--- src/rtl/uart_tx_arbiter.sv ---
// Packet-atomic round-robin arbiter that shares one UART transmitter between the CPU and debug byte streams.
// Define UART_ARB_TIMEOUT_EN to revoke a grant whose owner stalls mid-packet for TIMEOUT_CYCLES cycles.
module uart_tx_arbiter #(
  parameter int TIMEOUT_CYCLES = 1024,
  parameter int CNT_W          = $clog2(TIMEOUT_CYCLES + 1)
) (
  input  logic       cpu_clk,
  input  logic       cpu_rst_n,
  input  logic       cpu_valid,
  input  logic [7:0] cpu_data,
  input  logic       cpu_last,
  output logic       cpu_ready,
  input  logic       dbg_valid,
  input  logic [7:0] dbg_data,
  input  logic       dbg_last,
  output logic       dbg_ready,
  output logic       tx_valid,
  output logic [7:0] tx_data,
  input  logic       tx_ready,
  output logic [1:0] grant,
  output logic       timeout_pulse
);

  typedef enum logic [1:0] {
    IDLE     = 2'd0,
    LOCK_CPU = 2'd1,
    LOCK_DBG = 2'd2
  } state_t;

  state_t     state_reg, state_next;
  logic       rr_reg, rr_next;
  logic       tx_valid_reg, tx_valid_next;
  logic [7:0] tx_data_reg, tx_data_next;
  logic [1:0] grant_reg, grant_next;
  logic       out_free, cpu_hs, dbg_hs, expire;

  if (TIMEOUT_CYCLES < 2 || TIMEOUT_CYCLES > 65535 || CNT_W < 1) begin : g_param_check
    $error("uart_tx_arbiter: TIMEOUT_CYCLES must be within 2..65535");
  end

  // The output register can take a new byte when empty or draining this cycle.
  assign out_free  = !tx_valid_reg || tx_ready;
  assign cpu_ready = (state_reg == LOCK_CPU) && out_free;
  assign dbg_ready = (state_reg == LOCK_DBG) && out_free;
  assign cpu_hs    = cpu_valid && cpu_ready;
  assign dbg_hs    = dbg_valid && dbg_ready;

`ifdef UART_ARB_TIMEOUT_EN
  logic [CNT_W-1:0] cnt_reg, cnt_next;
  logic             stall, pulse_reg;

  // Only owner idleness counts; transmitter backpressure drops ready and freezes the count.
  assign stall  = (cpu_ready && !cpu_valid) || (dbg_ready && !dbg_valid);
  assign expire = stall && (cnt_reg == CNT_W'(TIMEOUT_CYCLES - 1));

  always_comb begin
    cnt_next = cnt_reg;
    if (state_reg == IDLE || cpu_hs || dbg_hs || expire) begin
      cnt_next = '0;
    end else if (stall) begin
      cnt_next = cnt_reg + 1'b1;
    end
  end

  always_ff @(posedge cpu_clk or negedge cpu_rst_n) begin
    if (!cpu_rst_n) begin
      cnt_reg   <= '0;
      pulse_reg <= 1'b0;
    end else begin
      cnt_reg   <= cnt_next;
      pulse_reg <= expire;
    end
  end

  assign timeout_pulse = pulse_reg;
`else
  assign expire        = 1'b0;
  assign timeout_pulse = 1'b0;
`endif

  always_comb begin
    state_next    = state_reg;
    rr_next       = rr_reg;
    tx_valid_next = tx_valid_reg;
    tx_data_next  = tx_data_reg;
    case (state_reg)
      IDLE: begin
        if (cpu_valid && dbg_valid) begin
          state_next = rr_reg ? LOCK_DBG : LOCK_CPU;
        end else if (cpu_valid) begin
          state_next = LOCK_CPU;
        end else if (dbg_valid) begin
          state_next = LOCK_DBG;
        end
      end
      LOCK_CPU: begin
        if ((cpu_hs && cpu_last) || expire) begin
          state_next = IDLE;
          rr_next    = 1'b1;
        end
      end
      LOCK_DBG: begin
        if ((dbg_hs && dbg_last) || expire) begin
          state_next = IDLE;
          rr_next    = 1'b0;
        end
      end
      default: state_next = IDLE;
    endcase

    if (cpu_hs) begin
      tx_valid_next = 1'b1;
      tx_data_next  = cpu_data;
    end else if (dbg_hs) begin
      tx_valid_next = 1'b1;
      tx_data_next  = dbg_data;
    end else if (tx_ready) begin
      tx_valid_next = 1'b0;
    end

    grant_next = {state_next == LOCK_DBG, state_next == LOCK_CPU};
  end

  always_ff @(posedge cpu_clk or negedge cpu_rst_n) begin
    if (!cpu_rst_n) begin
      state_reg    <= IDLE;
      rr_reg       <= 1'b0;
      tx_valid_reg <= 1'b0;
      tx_data_reg  <= 8'h00;
      grant_reg    <= 2'b00;
    end else begin
      state_reg    <= state_next;
      rr_reg       <= rr_next;
      tx_valid_reg <= tx_valid_next;
      tx_data_reg  <= tx_data_next;
      grant_reg    <= grant_next;
    end
  end

  assign tx_valid = tx_valid_reg;
  assign tx_data  = tx_data_reg;
  assign grant    = grant_reg;

endmodule

--- config.mk ---
export PLATFORM = sky130hd
export DESIGN_NAME = uart_tx_arbiter
export DESIGN_NICKNAME = d
export VERILOG_FILES = /design/src/rtl/uart_tx_arbiter.sv
export SDC_FILE = /design/constraint.sdc
export NUM_CORES = 1
export LEC_CHECK = 0
export BUFFER_PORTS_ARGS = -buffer_cell sky130_fd_sc_hd__buf_2
export CAP_MARGIN = 10
export CORE_MARGIN = 2
export CORE_UTILIZATION = 48
export DETAILED_ROUTE_END_ITERATION = 12
export GPL_ROUTABILITY_DRIVEN = 0
export PLACE_DENSITY = 0.83
export SLEW_MARGIN = 20
export SYNTH_ARGS = -nofsm -noshare
export SYNTH_HDL_FRONTEND = slang
export SYNTH_SLANG_ARGS = --single-unit
export TNS_END_PERCENT = 20
--- constraint.sdc ---
create_clock -name cpu_clk -period 3.9 [get_ports cpu_clk]
set_input_delay 0.39 -clock cpu_clk [delete_from_list [all_inputs] [get_ports cpu_clk]]
set_output_delay 0.39 -clock cpu_clk [all_outputs]
set_load 0.005 [all_outputs]
==> results.md <==
- The flow ran to the end, but the final reports show violations.
- The final reports fail on hold timing.
- The number of register bits inferred by synthesis is 14.
- The final global-route overflow total is 0.
- For the worst-skew pair, the clock arrives at the later sink with an insertion delay of 280 ps.
- Counting I/O delays and the setup requirement, the final critical path takes 1820 ps.
- The data required time at the worst endpoint is 3510 ps.
- IR analysis of the VDD net gives a maximum drop of 408 µV.
- Of all cell types, the one taking the most synthesized area is dfrtp_1.
- The first detailed-routing pass ran for 4 iterations.
- For the final database, setup skew stands at 1.94 ps.
- The number of buffers added for setup after CTS is 0.
- The register with the most flip-flops in the layout has 8 of them.
- The buffer levels on the longest clock path is 2.
- The number of buffers created by CTS is 3.
- During I/O placement, the number of pins put on the boundary was 37.
- In this run, synthesis inferred 0 flip-flops with an integrated enable.
- By area the synthesized netlist is led by dfrtp_1, mux2i_1, ha_1.
- The cell area after layout is 1000 µm².
- In the routed layout, each cell is associated on average with a via count of 5.70.
- The number of antenna violations at the first check in global routing is 0.
- The first-pass GRT wire length is 2870 µm.
- The share of synthesized area in the top cell type comes to 44.1%.
- The number of buffers inserted for hold repair after clock tree synthesis is 0.
- The die area is 2000 µm².
- The starting utilization of the core area is 52.1%.
- The number of global-route vias before repair is 662.
- The post-detailed-route DRC marker count is 0.
- The number of core rows is 14.
- The cell count after synthesis is 77.
- The number of pins exceeding their max-slew limit in the final report is 0.
- After the first detailed-routing iteration, the DRC count stood at 22.
- The maximum clock rate is 0.548 GHz.
- The category of the most critical setup path is flop to primary output.
- The dominant synthesized flop cell is dfrtp_1.
- Max-cap violations in this run came to 0.
- Each instance of the synthesized netlist takes up on average 10.3 µm².
- The total area inside the core boundary comes to 1520 µm².
- The count of port buffers added during placement is 35.
- For this design the ratio of total power to cell area is 662 nW/µm².
- The residual antenna-violating net count after detailed routing is 0.
- The final critical path takes up 46.8% of the cycle.
- The total number of clock tree sinks is 14.
- Sorting the synthesized cells by how often they occur yields dfrtp_1, nand2_1, mux2i_1, o21ai_0, ha_1.
- CTS placed an instance of clkbuf_4 at the clock tree root.
- Yosys instantiated no cell more often than dfrtp_1.
- The fraction of final layout cells sized beyond drive strength 1 is 42.0%.
- The largest net degree at the start of global routing is 18.
- The data arrival time of the critical path is 1430 ps.
- Detailed placement finished with a half-perimeter wire length of 1360 µm.
- The TritonCTS clock tree is done.
- The number of filler cells placed in the layout is 122.
- The number of nets handed over by synthesis was 104.
- The sequential-to-total area share from yosys stat is 44.1%.
- The x dimension of the die is 44.7 µm.
- After clock tree synthesis, the repair step resized 0 gates.
- The number of antenna diodes in the final layout is 0.
- Of all flip-flops after synthesis, the portion carrying an async set or reset was 100%.
- The area growth from synthesis to final layout is 26.1%.
- CTS built an H-tree with a depth of 1.
- The die is 44.7 µm tall.
- The number of hold violations in the final report was 14.
- Once placement finished, the instance area stood at 966 µm².
- The average wire per cell in the routed design is 14.1 µm.
- The number of nets in the final layout is 140.
- The clock-pin slew of the registers on the worst-case setup and hold paths is 90 ps.
- The nature of the critical path endpoint is a primary output.
- Counting distinct cell types in the post-synthesis netlist gives 30.
- Across all layers, the routed design uses 729 vias.
- In the global route stage, overall resource usage came out at 20.1%.
- In this run the worst hold path is classified as input pin to asynchronous set/reset pin.
- The mapped netlist covers 795 µm².
- Setup repair after global routing left no endpoint under its margin.
- The static leakage is 0.496 nW.
- Final hold analysis gives a worst-case slack of -6.70 ps.
- During synthesis, Yosys emitted a total of 0 warnings.
- The final total negative setup slack is 0 ps.
- Wires add up to 1810 µm.
- Setup violations remaining at the end of the flow were counted as 0.
- The largest fanout on the critical path is 5.
- The worst register-to-register path has a depth of 5.
- The worst setup path is launched from a flop.
[per-stage QoR]
step / setup slack (ps) / util (%) / power [mW] / std cells / hold slack (ps)
2_1_floorplan: 2390 / - / 0.447 / 77 / 94.4
3_3_place_gp: 2340 / 63.4 / 0.545 / 124 / 302
3_5_place_dp: 2220 / 63.4 / 0.558 / 124 / 305
4_1_cts: 2080 / 65.8 / 0.666 / 128 / 0.784
5_1_grt: 2000 / 65.8 / 0.720 / 128 / 5.02
6_report: 2080 / 65.8 / 0.664 / 128 / -6.70
[power by group]
group / leakage (nW) / internal [mW] / switching [mW]
sequential: 0.172 / 0.211 / 0.0440
combinational: 0.303 / 0.149 / 0.156
clock: 0.0210 / 0.0567 / 0.0476
[critical path, stage by stage, from the launching register on]
cell and delay, ps:
dfrtp_1 440, inv_1 110, ha_1 280, and2_2 200
buf_2 120
[kinds of logic after synthesis]
| family | Yosys count | share of synthesized area [%] |
|---|---|---|
| multiplexers | 8 | 10.1 |
| adder cells (fa/ha/maj) | 4 | 6.30 |
| AO/OA/AOI/OAI | 18 | 15.9 |
| AND/OR/NAND/NOR | 25 | 18.7 |
| other | 1 | 0.472 |
| buffers and inverters | 7 | 4.41 |
| flip-flops | 14 | 44.1 |
[path summary, 6_finish.rpt]
path | from | to | slack (ps)
worst max-delay path | state_reg[0] | dbg_ready | 2080
worst min-delay path | cpu_rst_n | grant[0] | -7
worst max register to register | state_reg[0] | tx_data[1] | 2170
worst min register to register | rr_reg | rr_reg | 560
max in group asynchronous | cpu_rst_n | tx_data[1] | 3670
min in group cpu_clk | cpu_data[5] | tx_data[5] | 320
[cells in the final DEF (no fill, tap or decap), drive strengths merged, types with 2 or more instances in the layout]
master / netlist / final
buf: 3 / 35
dfrtp: 14 / 14
o21ai: 11 / 11
nand2: 9 / 9
mux2i: 8 / 8
ha: 4 / 4
clkbuf: 1 / 4
a311oi: 4 / 4
inv: 3 / 3
nor2: 3 / 3
nand2b: 2 / 2
nor3b: 2 / 2
and3: 2 / 2
[final cells by class]
type | instances | area [µm²] | area share [%]
Clock buffer | 4 | 36.3 | 3.62
Multi-Input combinational cell | 56 | 409 | 40.8
Sequential cell | 14 | 350 | 35.0
Tap cell | 16 | 20.0 | 2.00
Inverter | 3 | 11.3 | 1.12
Timing Repair Buffer | 35 | 175 | 17.5
[per-layer routing]
metal  GRT usage [%]  wire length [µm]  part of all wire, %  vias up
met2            34.5               945                   52       39
met5               0                 0                    0        -
met1            25.6               685                   38      345
li1                -                 -                    -      341
met4            5.45                19                  1.1        0
met3            3.67               159                  8.8        4
Power figures use the tool's default switching activity.
